**src/rtl/accum_buf_ctrl_pkg.sv**
```systemverilog
// Shared types and helpers for the accumulation buffer interval sequencer.
package accum_buf_ctrl_pkg;

    function automatic int bw(input int n);
        return (n > 1) ? $clog2(n) : 1;
    endfunction

    typedef enum logic [1:0] {
        IDLE,
        RUN,
        SWITCH
    } accum_ctrl_state_t;

    typedef enum logic [1:0] {
        STORE,
        DRAIN,
        LOAD,
        BDONE
    } accum_b_state_t;

endpackage

```
**src/rtl/RQ.sv**
```systemverilog
// Reset queue: fixed-latency delay line whose contents clear on reset.
module RQ #(
    parameter int DW = 2,
    parameter int L  = 2
) (
    input  logic          clk,
    input  logic          rst,
    input  logic [DW-1:0] d_i,
    output logic [DW-1:0] q_o
);

    logic [DW-1:0] pipe_q [L];

    always_ff @(posedge clk) begin
        if (rst) begin
            for (int i = 0; i < L; i++) pipe_q[i] <= '0;
        end else begin
            pipe_q[0] <= d_i;
            for (int i = 1; i < L; i++) pipe_q[i] <= pipe_q[i-1];
        end
    end

    assign q_o = pipe_q[L-1];

endmodule

```
**src/rtl/accum_sweep.sv**
```systemverilog
// Length-bounded address counter; holds at len-1 instead of wrapping.
module accum_sweep #(
    parameter int ADDR_W = 8
) (
    input  logic            clk,
    input  logic            rst,
    input  logic            clr_i,
    input  logic            en_i,
    input  logic [ADDR_W:0] len_i,
    output logic [ADDR_W-1:0] cnt_o,
    output logic            done_o
);

    logic [ADDR_W-1:0] cnt_q, cnt_d;
    logic              last;

    assign last = ({1'b0, cnt_q} + (ADDR_W+1)'(1)) == len_i;

    always_comb begin
        cnt_d = cnt_q;
        if (clr_i) begin
            cnt_d = '0;
        end else if (en_i && !last) begin
            cnt_d = cnt_q + ADDR_W'(1);
        end
    end

    always_ff @(posedge clk) begin
        if (rst) cnt_q <= '0;
        else     cnt_q <= cnt_d;
    end

    assign cnt_o  = cnt_q;
    assign done_o = en_i && last;

endmodule

```
**src/rtl/accum_buf_ctrl.sv**
```systemverilog
// Ping-pong interval sequencer for the PE accumulation buffer.
// Define ACCUM_CTRL_TAIL_LOAD_EN to take the tail from the load stream.
module accum_buf_ctrl
    import accum_buf_ctrl_pkg::*;
#(
    parameter  int DEPTH  = 256,
    parameter  int RD_LAT = 2,
    localparam int ADDR_W = bw(DEPTH)
) (
    input  logic              clk,
    input  logic              rst,
    input  logic              cfg_valid,
    output logic              cfg_ready,
    input  logic              cfg_acc,
    input  logic [ADDR_W:0]   cfg_st_len,
    input  logic [ADDR_W:0]   cfg_ld_len,
    output logic              acc_start,
    input  logic              acc_done,
    output logic [ADDR_W-1:0] rd_addr,
    input  logic              st_ready,
    output logic              st_valid,
    output logic              st_last,
    input  logic              ld_valid,
    output logic              ld_ready,
    output logic [ADDR_W-1:0] wr_addr,
    output logic              wr_data_en,
    output logic              wr_tail_en,
    output logic              wr_tail_zero,
    output logic              switch,
    output logic              busy
);

    localparam logic [ADDR_W:0] DEPTH_L = DEPTH[ADDR_W:0];

    accum_ctrl_state_t state_q;
    accum_b_state_t    b_q;
    logic [ADDR_W:0]   st_len_q, ld_len_q;
    logic [ADDR_W:0]   st_cl, ld_cl;
    logic              a_done_q, acc_start_q, switch_q;
    logic              cfg_ready_q, busy_q;
    logic              hs, in_run, a_fin;
    logic              st_issue, st_fin, ld_fire, ld_fin;

    assign st_cl = (cfg_st_len > DEPTH_L) ? DEPTH_L : cfg_st_len;
    assign ld_cl = (cfg_ld_len > DEPTH_L) ? DEPTH_L : cfg_ld_len;

    assign hs       = (state_q == IDLE) && cfg_valid;
    assign in_run   = (state_q == RUN);
    assign a_fin    = a_done_q || acc_done;
    assign st_issue = in_run && (b_q == STORE) && st_ready;
    assign ld_ready = in_run && (b_q == LOAD);
    assign ld_fire  = ld_ready && ld_valid;

    accum_sweep #(.ADDR_W(ADDR_W)) u_st_sweep (
        .clk    (clk),
        .rst    (rst),
        .clr_i  (hs),
        .en_i   (st_issue),
        .len_i  (st_len_q),
        .cnt_o  (rd_addr),
        .done_o (st_fin)
    );

    accum_sweep #(.ADDR_W(ADDR_W)) u_ld_sweep (
        .clk    (clk),
        .rst    (rst),
        .clr_i  (hs),
        .en_i   (ld_fire),
        .len_i  (ld_len_q),
        .cnt_o  (wr_addr),
        .done_o (ld_fin)
    );

    RQ #(.DW(2), .L(RD_LAT)) u_st_rq (
        .clk (clk),
        .rst (rst),
        .d_i ({st_issue, st_fin}),
        .q_o ({st_valid, st_last})
    );

    always_ff @(posedge clk) begin
        if (rst) begin
            state_q     <= IDLE;
            b_q         <= STORE;
            st_len_q    <= '0;
            ld_len_q    <= '0;
            a_done_q    <= 1'b0;
            acc_start_q <= 1'b0;
            switch_q    <= 1'b0;
            cfg_ready_q <= 1'b1;
            busy_q      <= 1'b0;
        end else begin
            acc_start_q <= 1'b0;
            switch_q    <= 1'b0;
            case (state_q)
                IDLE: begin
                    if (cfg_valid) begin
                        state_q     <= RUN;
                        cfg_ready_q <= 1'b0;
                        busy_q      <= 1'b1;
                        acc_start_q <= cfg_acc;
                        a_done_q    <= !cfg_acc;
                        st_len_q    <= st_cl;
                        ld_len_q    <= ld_cl;
                        b_q <= (st_cl != '0) ? STORE :
                               (ld_cl != '0) ? LOAD : BDONE;
                    end
                end
                RUN: begin
                    if (acc_done) a_done_q <= 1'b1;
                    case (b_q)
                        STORE: if (st_fin) b_q <= DRAIN;
                        // last issued read has surfaced on the data port
                        DRAIN: if (st_last)
                            b_q <= (ld_len_q != '0) ? LOAD : BDONE;
                        LOAD:  if (ld_fin) b_q <= BDONE;
                        default: ;
                    endcase
                    if (a_fin && b_q == BDONE) begin
                        state_q  <= SWITCH;
                        switch_q <= 1'b1;
                    end
                end
                SWITCH: begin
                    state_q     <= IDLE;
                    cfg_ready_q <= 1'b1;
                    busy_q      <= 1'b0;
                end
                default: state_q <= IDLE;
            endcase
        end
    end

    assign cfg_ready  = cfg_ready_q;
    assign busy       = busy_q;
    assign acc_start  = acc_start_q;
    assign switch     = switch_q;
    assign wr_data_en = ld_fire;
    assign wr_tail_en = ld_fire;

`ifdef ACCUM_CTRL_TAIL_LOAD_EN
    assign wr_tail_zero = 1'b0;
`else
    assign wr_tail_zero = 1'b1;
`endif

endmodule

```
**config.mk**
```make
export PLATFORM = sky130hd
export DESIGN_NAME = accum_buf_ctrl
export DESIGN_NICKNAME = d
export VERILOG_FILES = /design/src/rtl/accum_buf_ctrl_pkg.sv /design/src/rtl/RQ.sv /design/src/rtl/accum_sweep.sv /design/src/rtl/accum_buf_ctrl.sv
export SDC_FILE = /design/constraint.sdc
export NUM_CORES = 1
export LEC_CHECK = 0
export ABC_AREA = 1
export CAP_MARGIN = 20
export CORE_MARGIN = 1
export CORE_UTILIZATION = 53
export CTS_BUF_LIST = sky130_fd_sc_hd__clkbuf_8
export DETAILED_ROUTE_END_ITERATION = 10
export PLACE_DENSITY = 0.85
export SYNTH_ARGS = -nofsm -noshare
export SYNTH_HDL_FRONTEND = slang
export SYNTH_SLANG_ARGS = --single-unit
```
**constraint.sdc**
```tcl
create_clock -name clk -period 2.2 [get_ports clk]
set_input_delay 0.44 -clock clk [delete_from_list [all_inputs] [get_ports clk]]
set_output_delay 0.44 -clock clk [all_outputs]
set_load 0.01 [all_outputs]
```
---- Word-level counts from Yosys, hierarchy flattened ----
Memory sizes are Yosys's and may differ from the RTL's.
Index checks and enable logic that the tools add are counted.
storage, ports and cells
  bits in registers ....................... 43
  bits in writable memories ............... 4
  bits of input ports ..................... 25
  output and inout port bits .............. 26
  word-level logic and storage cells ...... 93
  memories ................................ 1
memories
  name            depth  bits a word  read ports  clocked after Yosys merged registers in  write ports  line      RTL
  u_st_rq.pipe_q  2      2            2           0                                        2            RQ.sv:12  logic [DW-1:0] pipe_q [L];
cells by class
  add/subtract/negate cells ............... 4
  order comparisons ....................... 2
  eq/ne operators ......................... 14
  muxes and demuxes ....................... 27
  bitwise gates (word level) .............. 5
  reductions and logical operators ........ 29
operator list
  operator                                                number
  nonzero test 9 bit                                      3
  adder 8 x 1 -> 9 bit (second input constant)            2
  equality test 9 bit                                     2
  > comparator 9 bit (second input constant)              2
  two-way mux 2 bit                                       9
  two-way mux 9 bit                                       2
  adder 8 x 1 -> 8 bit (second input constant)            2
  logical AND 1 bit                                       10
  two-way mux 1 bit                                       10
  case mux 2 bit (2 select lines)                         2
  equality test 2 bit (second input constant)             3
  inequality test 3 bit (second input constant)           2
  case mux 1 bit (2 select lines)                         3
  case mux 2 bit (3 select lines)                         1
  AND reduction 2 bit                                     3
  AND reduction 6 bit                                     1
  equality test 2 x 1 -> 1 bit (second input constant)    2
  logical NOT 2 bit                                       2
  inequality test 2 bit (second input constant)           2
  inequality test 4 x 1 -> 1 bit (second input constant)  1
  nonzero test 2 bit                                      2
  OR reduction 2 bit                                      2
  logical NOT 1 bit                                       3
  inequality test 3 x 2 -> 1 bit (second input constant)  1
  other kinds (6)                                         9

---- Depth between registers and ports, before layout ----
Gate-level depths: netlist (run 1).
  depth in word-level cells ............... 7
  depth in mapped cells ................... 16
  depth with buffers taken out ............ 16

---- Cells and area by module ----
From an unflattened synthesis (run 1), not the netlist that was laid out.
unflattened totals
  cells, all modules ...................... 443
  area total of the unflattened synthesis .. 2840.2 µm²
by module, submodules not included
  module          times used  cells each  area each (µm²)  seq. area each (µm²)
  accum_sweep     2           125         710.7            160.2
  accum_buf_ctrl  1           179         1293.7           540.5
  RQ              1           14          125.1            80.1

---- Least setup slack after synthesis (run 1) ----
Ideal clock, no wire load.
  kind .................................... register -> output
  start ................................... reg b_q[0]
  end ..................................... out wr_tail_en
  arrival ................................. 1.404 ns
  required time ........................... 1.760 ns
  slack ................................... 0.356 ns
  cell stages (with the launch flop) ...... 6
  buffers on the path ..................... 1
  path through ............................ dfxtp_1 > inv_1 > ha_1 > inv_1 > nor3b_1 > buf_4
on the way
  cells in the longest elaborated chain, start to end .. 3
ends and longest elaborated chain
  item                    line                   RTL
  start, declared         accum_buf_ctrl.sv:36   accum_b_state_t b_q;
  start signal, assigned  accum_buf_ctrl.sv:105  b_q <= (st_cl != '0) ? STORE :
  start signal, assigned  accum_buf_ctrl.sv:115  b_q <= (ld_len_q != '0) ? LOAD : BDONE;
  equality test 2 bit     accum_buf_ctrl.sv:51   assign ld_ready = in_run && (b_q == LOAD);
  logical AND 1 bit       accum_buf_ctrl.sv:51
  logical AND 1 bit       accum_buf_ctrl.sv:52   assign ld_fire = ld_ready && ld_valid;
  end, declared           accum_buf_ctrl.sv:27   output logic wr_tail_en,
No other way between the ends.

---- Worst setup path in the final report (run 1) ----
  start ................................... reg u_ld_sweep.cnt_q[1], in the netlist u_ld_sweep.cnt_o[1]
  end ..................................... reg u_ld_sweep.cnt_q[2], in the netlist u_ld_sweep.cnt_o[2]
on the way
  cells in the longest elaborated chain, start to end .. 4
  elaborated cells on any way between the ends .. 5
  classes of those cells .................. add/sub (2); eq/ne (1); reduce/logical (2)
ends and longest elaborated chain
  item                    line               RTL
  start, declared         accum_sweep.sv:14  logic [ADDR_W-1:0] cnt_q, cnt_d;
  start signal, assigned  accum_sweep.sv:30  else cnt_q <= cnt_d;
  adder 8 x 1 -> 9 bit    accum_sweep.sv:17  assign last = ({1'b0, cnt_q} + (ADDR_W+1)'(1)) == len_i;
  equality test 9 bit     accum_sweep.sv:17
  logical NOT 1 bit       accum_sweep.sv:23  end else if (en_i && !last) begin
  logical AND 1 bit       accum_sweep.sv:23
Several ways; a longest one is shown, not always the timed one.
A chain may end at the register's enable or synchronous reset.

==> impl_metrics.toml, run 1 <==
[outcome]
outcome = "finished with violations"
violations = "design-rule violations"

[final_layout]
fill_cells = 367
layout_common_cells = "82 x nand2_1, 63 x inv_1, 46 x dfxtp_1, 46 x clkdlybuf4s50_1, 36 x nand3_1"
instances_no_fill = 485
nNetsFinal = 463
n_antenna_cell = 0
area_growth_pct = 30.5
layout_commonest_cell = "nand2_1"
final_layout_size_suffix_gt1_share_pct = 12.5

[routing]
routed_wl_um = 6170
drc = 2
vias_per_cell = 5.35
dr.pass1.iters = 8
num_vias = 2594
drt-initial-drc-count = 188
ant_nets = 0
avgRoutedWirePerCell_um = 12.7

[sta]
rsz0062_at_grt = "no"
drv_slew = 0
finalCritPeriodShare_pct = 91.2
max_freq_ghz = 0.498
hold_viol_final = 0
final.min_clock_period_ns = 2.01
clock_skew_ns = 0.00668
setup_violations = 0
worst_slack_ns = 0.193

[critical_path]
worstPathCellList = "ha_2, nand2_2, nor2_2, nand3_1, nand2_1, nand4_4, nor2_4, nand2_2, nand2_4, inv_2, o21ai_0, a21oi_1"
cp_num_buf_inv = 1
worstSetupPathType = "reg2reg"
cp_common_cell = "nand2_2"
critPathCaptureType = "register"
worstSetupStartpointType = "register"
required_ns = 2.41
crit_slowest_cell = "dfxtp_1"
cp_max_fo = 11
cp_top_family = "simple AND/OR/NAND/NOR gates"
rrSetupSlack_ns = 0.19
cp_slowest_stage_delay_ns = 0.42
critPathArrivalTime_ns = 2.21

[global_route]
antenna_found_initial = 0
grt_pass1_wl_um = 10500
gr-usage-all-layers_pct = 25.8
grt_max_degree = 19
first_global_vias = 2472
overflow = 0

[power_and_ir_drop]
power_uw = 2180
p_leak_uw = 0.00143
peakVddDrop_uv = 541
power_density_nw_per_um2 = 657

[floorplanning]
core_area_um2 = 4500
die_h_um = 71.4
die_width_um = 71.4
rows = 24
start_util_pct = 56.6
die_area_um2 = 5100
io-pin-count = 51

[placement]
dp_cells = 475
hpwlAfterDp_um = 4660
place.gp.congestion = 0.942
port_buffers = 49
dp_slack_ns = -0.108

[clocking]
root_buffer = "clkbuf_8"
clk_latency_ns = 0.31
cts_htree_levels = 2
cts_tree = "yes"
cts_buffers = 5
clock_path_buffers = 2
hold_buffers = 0
clkTransAtPathRegs_ns = 0.09
numClockSinks = 47

[logic_synthesis]
syn_avg_cell_area_um2 = 6.91
syn_area_um2 = 2550
synth.distinct_cells = 37
netlist_instances = 369
synth_nets = 400
ys_seq_elements = 47
yosysSeqAreaShare_pct = 36.9
synth_warnings = 0

[worst_hold_path]
worst_hold_path_type = "reg2reg"

[job]
max_cap_viol_count = 0
[cell families (layout without fill, tap and decap cells)]
logic type / after synthesis / after routing / share of synthesized area, %
buffers and inverters: 72 / 136 / 11.2
flip-flops: 47 / 47 / 36.9
adder cells (fa/ha/maj): 6 / 6 / 2.94
XOR/XNOR: 5 / 5 / 1.72
AND/OR/NAND/NOR: 181 / 181 / 33.8
AO/OA/AOI/OAI: 57 / 57 / 13.3
other: 1 / 1 / 0.147
[metrics by stage]
stage | utilization (%) | instance area [µm²] | hold slack [ns] | TNS [ns]
3_5_place_dp | 70.0 | 3150 | 0.397 | -0.212
6_report | 73.9 | 3330 | 0.416 | 0
4_1_cts | 73.1 | 3290 | 0.416 | 0
3_3_place_gp | 70.0 | 3150 | 0.396 | -0.0615
5_1_grt | 73.9 | 3330 | 0.443 | 0
2_1_floorplan | - | 2550 | 0.388 | 0
[power breakdown]
part	internal (µW)	switching (µW)	leakage [µW]	total, µW
Clock	453	309	0.0000644	762
Combinational	213	270	0.000983	483
Sequential	901	38.4	0.000383	940
Total	1570	618	0.00143	2180
[worst min-delay path: stages, from the launching register on]
cell and delay [ns]:
dfxtp_1 0.31, inv_1 0.04, nor2_1 0.03
[flip-flops by register name (all words and copies together), names as in the netlist]
signal,flops
ld_len_q,9
st_len_q,9
u_ld_sweep.cnt_o,8
u_st_sweep.cnt_o,8
u_st_rq.pipe_q,4
b_q,2
state_q,2
a_done_q,1
acc_start,1
busy,1
cfg_ready,1
switch,1
[layout make-up]
cell class	instances	area (µm²)	area share [%]
inverter	66	248	7.44
tap	52	65.1	1.95
multi-input combinational	250	1350	40.5
clock buffer	5	68.8	2.07
sequential	47	942	28.3
timing repair buffer	62	588	17.7
clock inverter	3	67.6	2.03
[synth_stat cells (all sizes together)]
cell type	number	share of area (%)
conb	1	0.15
o32ai	3	1.0
nor3	4	0.78
clkbuf	3	0.44
a21oi	14	2.7
o21ai	25	4.9
nand3	38	7.8
buf	3	1.0
inv	66	9.7
a22oi	1	0.29
dfxtp	47	37
o21bai	1	0.44
a31oi	1	0.25
a21o	1	0.29
nor2	34	6.5
and2	1	0.25
ha	6	2.9
a32o	2	0.78
a211oi	2	0.78
nand2	93	15
nand4	8	2.6
nor3b	1	0.29
nor4	2	0.49
xor2	3	1.0
xnor2	2	0.69
o22ai	6	1.5
o21a	1	0.29
[layer usage]
layer / GRT usage (%) / wire length (µm)
met3: 4.64 / 366
met4: 9.11 / 71
met2: 43.8 / 2880
met5: 0 / 0
met1: 32.9 / 2860
[what timing repair did]
action / CTS / global route
endpoints found under the setup margin: 2 / 6
pin swaps: 0 / 1
gates resized for setup: 3 / 6
setup buffers: 0 / 2
[worst paths after layout]
check                                           from              endpoint  cells after the start
worst max-delay path             u_ld_sweep.cnt_o[1]   u_ld_sweep.cnt_o[2]                     12
worst min-delay path            u_st_rq.pipe_q[0][1]  u_st_rq.pipe_q[0][3]                      2
worst max register to register   u_ld_sweep.cnt_o[1]   u_ld_sweep.cnt_o[2]                     12
worst min register to register  u_st_rq.pipe_q[0][1]  u_st_rq.pipe_q[0][3]                      2
(Power assumes the default switching activity.)
==> run 2, diff against run 1 <==
--- a/config.mk
+++ b/config.mk
@@ -11,7 +11,8 @@
 export CORE_UTILIZATION = 53
 export CTS_BUF_LIST = sky130_fd_sc_hd__clkbuf_8
 export DETAILED_ROUTE_END_ITERATION = 10
-export PLACE_DENSITY = 0.85
+export PLACE_DENSITY_LB_ADDON = 0.08
 export SYNTH_ARGS = -nofsm -noshare
 export SYNTH_HDL_FRONTEND = slang
 export SYNTH_SLANG_ARGS = --single-unit
+export TNS_END_PERCENT = 1
==> run 2 against run 1 <==
Compared with the run above:
- the run now ends clean
- wire length is 1.5% higher
- non-clock buffer count is 3 lower
- sequential share of layout area is 0.34 points higher
- largest power group unchanged
- critical path type is now reg2out
- utilization is 0.78 points lower
==> impl_metrics.toml, run 2 (same netlist as run 1, synthesis figures left out) <==
[routing]
drc = 0
routed_wl_um = 6270
num_vias = 2528
drt-initial-drc-count = 135
dr.pass1.iters = 4
avgRoutedWirePerCell_um = 13.0
ant_nets = 0
vias_per_cell = 5.24

[final_layout]
n_antenna_cell = 0
layout_common_cells = "81 x nand2_1, 63 x inv_1, 47 x clkdlybuf4s50_1"
final_cell_area_um2 = 3290
layout_commonest_cell = "nand2_1"
area_growth_pct = 29.1
multiInputGateArea_um2 = 1340
area.sequential_um2 = 943
fill_cells = 368
final_layout_size_suffix_gt1_share_pct = 12.6
largestRegisters = "ld_len_q: 9 flops, st_len_q: 9 flops"
nNetsFinal = 460
instances_no_fill = 482

[clocking]
cts_htree_levels = 2
clkTransAtPathRegs_ns = 0.09
cts_tree = "yes"
cts_buffers = 5
clock_path_buffers = 2
numClockSinks = 47
root_buffer = "clkbuf_8"
clk_latency_ns = 0.31

[floorplanning]
die_h_um = 71.4
die_width_um = 71.4
io-pin-count = 51
die_area_um2 = 5100
rows = 24
core_area_um2 = 4500
start_util_pct = 56.6

[sta]
worst_slack_ns = 0.103
setup_violations = 0
tns_ns = 0
drv_slew = 0
rsz0062_at_grt = "yes"
relSlewSlack_pct = 65.2
finalCritPeriodShare_pct = 95.3
max_freq_ghz = 0.477
worstMarginPinSlew_ns = 0.518
final.min_clock_period_ns = 2.10
clock_skew_ns = 0.00934
hold_viol_final = 0

[placement]
hpwlAfterDp_um = 4890
place.gp.congestion = 0.873
dp_slack_ns = -0.111
placed_cell_area_um2 = 3140
dp_cells = 474
port_buffers = 49

[critical_path]
critPathCaptureType = "primary output"
cp_common_cell = "inv_1"
r2r-start = "u_st_sweep.cnt_o[1]"
cp_slowest_stage_delay_ns = 0.55
worstPathCellList = "inv_1, ha_1, inv_1, nor2_1, clkdlybuf4s50_1"
worstSetupStartpointType = "register"
critPathArrivalTime_ns = 1.66
cp_max_fo = 3
crit_slowest_cell = "clkdlybuf4s50_1"
worstSetupPathType = "reg2out"
required_ns = 1.76
worst_r2r_path_depth = 10
crit_start = "b_q[0]"

[power_and_ir_drop]
peakVddDrop_uv = 442
p_leak_uw = 0.00140
power_density_nw_per_um2 = 660

[worst_hold_path]
hold-path-cell-count = 2
worst_hold_path_type = "reg2reg"
min-delay-start = "u_st_rq.pipe_q[0][1]"

[global_route]
use_met3_pct = 4.64
overflow = 0
gr-usage-all-layers_pct = 26.9
antenna_found_initial = 0
met2_usage_pct = 47.9
met1_usage_pct = 32.5
grt_busiest_layer = "met2"
grt_max_degree = 19
first_global_vias = 2462
grt_pass1_wl_um = 10800

[job]
max_cap_viol_count = 0

[outcome]
outcome = "finished clean"
[run 2: layer usage]
| layer | vias up | routed length (µm) |
|---|---|---|
| met5 | - | 0 |
| met4 | 0 | 134 |
| met3 | 11 | 270 |
| met2 | 67 | 3170 |
| met1 | 1140 | 2690 |
| li1 | 1310 | - |
[run 2: layout make-up]
class / count / area share (%)
Clock buffer: 5 / 2.09
Inverter: 66 / 7.52
Timing Repair Buffer: 59 / 17.1
Clock inverter: 3 / 2.05
Sequential cell: 47 / 28.6
Multi-Input combinational cell: 250 / 40.6
Tap cell: 52 / 1.98
[run 2: power breakdown]
| group | switching, µW | internal, µW | total [µW] |
|---|---|---|---|
| Combinational | 269 | 205 | 474 |
| Clock | 306 | 453 | 759 |
| Sequential | 37.4 | 902 | 939 |
| Total | 613 | 1560 | 2170 |
[run 2: worst max-delay path: cells and delay by family (launching register included)]
kind / cells / cell delay (ns)
adders and majority gates: 1 / 0.17
buffers and inverters: 3 / 0.72
DFF: 1 / 0.33
and+or+nand+nor: 1 / 0.13
[run 2: what timing repair did]
item	CTS	global route
cloned	0	0
hold buffers	0	0
setup endpoints to repair	2	7
setup buffers	0	0
resized for setup	3	6
[run 2: metrics by stage]
step                      power, µW  hold slack [ns]  util, %
after global placement         1410            0.394     69.8
after CTS                      2180            0.422     72.9
after detailed placement       1420            0.407     69.8
after floorplan                1240            0.388        -
final                          2170            0.419     73.1
after global routing           2290            0.451     73.1
[run 2: final timing paths]
| check | end | slack, ns |
|---|---|---|
| min | u_st_rq.pipe_q[0][3] | 0.42 |
| min reg2reg | u_st_rq.pipe_q[0][3] | 0.42 |
| max | ld_ready | 0.10 |
| max reg2reg | u_st_sweep.cnt_o[0] | 0.20 |
==> run 3, diff against run 2 <==
--- a/config.mk
+++ b/config.mk
@@ -12,6 +12,7 @@
 export CTS_BUF_LIST = sky130_fd_sc_hd__clkbuf_8
 export DETAILED_ROUTE_END_ITERATION = 10
 export PLACE_DENSITY_LB_ADDON = 0.08
+export SKIP_LAST_GASP = 1
 export SYNTH_ARGS = -nofsm -noshare
 export SYNTH_HDL_FRONTEND = slang
 export SYNTH_SLANG_ARGS = --single-unit
==> run 3 against run 2 <==
Compared with the run above:
- die area did not move
- largest power group unchanged
- sequential cell count did not move
- highest routed layer unchanged
- sequential power about the same
- critical path type unchanged
- non-clock buffer count unchanged
- critical endpoint unchanged
- global-route usage increased by 0.12 points
==> impl_metrics.toml, run 3 (same netlist as run 1, synthesis figures left out) <==
[placement]
hpwlAfterDp_um = 4890
port_buffers = 49
place.gp.congestion = 0.873
dp_cells = 474
dp_slack_ns = -0.111
placed_cell_area_um2 = 3140

[critical_path]
worstSetupStartpointType = "register"
cp_common_cell = "inv_1"
worstPathCellList = "inv_1, ha_1, inv_1, nor2_1, clkdlybuf4s50_1"
worstSetupPathType = "reg2out"
required_ns = 1.76
crit_start = "b_q[0]"
critPathCaptureType = "primary output"
critPathArrivalTime_ns = 1.67
crit_slowest_cell = "clkdlybuf4s50_1"
cp_slowest_stage_delay_ns = 0.55
cp_max_fo = 3
r2r-start = "u_st_sweep.cnt_o[1]"

[clocking]
post_cts.repair.setup_buffers = 0
clkTransAtPathRegs_ns = 0.09
cts_buffers = 5
numClockSinks = 47
clk_latency_ns = 0.31
clock_path_buffers = 2
cts_htree_levels = 2
root_buffer = "clkbuf_8"
cts_tree = "yes"

[power_and_ir_drop]
power_density_nw_per_um2 = 662
peakVddDrop_uv = 441
p_leak_uw = 0.00141
power_uw = 2180

[global_route]
antenna_found_initial = 0
gr-usage-all-layers_pct = 27.0
first_global_vias = 2476
grt_pass1_wl_um = 10800
overflow = 0
grt_max_degree = 19

[sta]
worstMarginPinSlew_ns = 0.573
rsz0062_at_grt = "yes"
relSlewSlack_pct = 61.5
drv_slew = 0
clock_skew_ns = 0.0140
worst_slack_ns = 0.0925
setup_violations = 0
max_freq_ghz = 0.475
finalCritPeriodShare_pct = 95.8
final.min_clock_period_ns = 2.11
hold_viol_final = 0

[final_layout]
final_cell_area_um2 = 3290
n_antenna_cell = 0
largestRegisters = "ld_len_q: 9 flops, st_len_q: 9 flops"
nNetsFinal = 460
area_growth_pct = 28.8
final_layout_size_suffix_gt1_share_pct = 11.4
instances_no_fill = 482
layout_commonest_cell = "nand2_1"
fill_cells = 372
layout_common_cells = "82 x nand2_1, 63 x inv_1, 47 x dfxtp_1, 47 x clkdlybuf4s50_1, 36 x nand3_1"
final_util_pct = 73.0

[routing]
dr.pass1.iters = 4
routed_wl_um = 6320
drt-initial-drc-count = 105
ant_nets = 0
avgRoutedWirePerCell_um = 13.1
drc = 0
num_vias = 2543
vias_per_cell = 5.28

[floorplanning]
die_area_um2 = 5100
die_h_um = 71.4
start_util_pct = 56.6
io-pin-count = 51
die_width_um = 71.4
core_area_um2 = 4500
rows = 24

[job]
max_cap_viol_count = 0

[worst_hold_path]
worst_hold_path_type = "reg2reg"
min-delay-start = "u_st_rq.pipe_q[0][1]"

[outcome]
outcome = "finished clean"
## run 3: cell count changes in the layout (fill, tap and decap cells not counted)
| cell | before | now |
|---|---|---|
| nand2_2 | 10 | 9 |
| o21ai_1 | 6 | 5 |
| dfxtp_2 | 2 | 0 |
| dlygate4sd2_1 | 2 | 1 |
| nor2_1 | 21 | 23 |
| o21ai_0 | 19 | 20 |
| nor2_2 | 11 | 9 |
| dlymetal6s2s_1 | 0 | 1 |
| nand2_1 | 81 | 82 |
| dfxtp_1 | 45 | 47 |
## run 3: final cells by class
class,count,area (µm²),share of cell area [%]
Clock buffer,5,68.8,2.09
Inverter,66,248,7.54
Timing Repair Buffer,59,567,17.2
Tap cell,52,65.1,1.98
Sequential cell,47,941,28.6
Multi-Input combinational cell,250,1330,40.5
Clock inverter,3,67.6,2.06
## run 3: power breakdown
part	total [µW]	switching, µW	internal, µW
combinational	474	270	205
clock	764	310	453
sequential	939	37.6	901
## run 3: layer usage
metal	track usage (%)	vias to the layer above	wire length, µm
li1	-	1312	-
met1	32.3	1149	2710
met2	48.3	69	3160
met3	4.92	13	308
met4	9.78	0	142
met5	0	-	0
## run 3: critical path, delay by kind of cell, from the launching register on
| family | cells | cell delay [ns] |
|---|---|---|
| buffers and inverters | 3 | 0.72 |
| flip-flops | 1 | 0.33 |
| adder cells (fa/ha/maj) | 1 | 0.18 |
| AND/OR/NAND/NOR | 1 | 0.13 |
## run 3: worst paths after layout
kind                                to  slack [ns]  cells after the start
hold / removal    u_st_rq.pipe_q[0][3]        0.42                      2
hold reg to reg   u_st_rq.pipe_q[0][3]        0.42                      2
setup reg to reg   u_st_sweep.cnt_o[0]        0.15                     13
setup / recovery              ld_ready        0.09                      5
## run 3: timing repair
item / 4_1_cts / 5_1_grt
gates resized for setup: 2 / 1
endpoints found under the setup margin: 2 / 8
hold buffers: 0 / 0
gates cloned: 0 / 0
## run 3: through the flow
stage	setup TNS, ns	hold WS [ns]
final	0	0.423
after global routing	-0.523	0.451
after CTS	-0.0468	0.422
after detailed placement	-0.218	0.407
after global placement	-0.0461	0.394
after floorplan	0	0.388
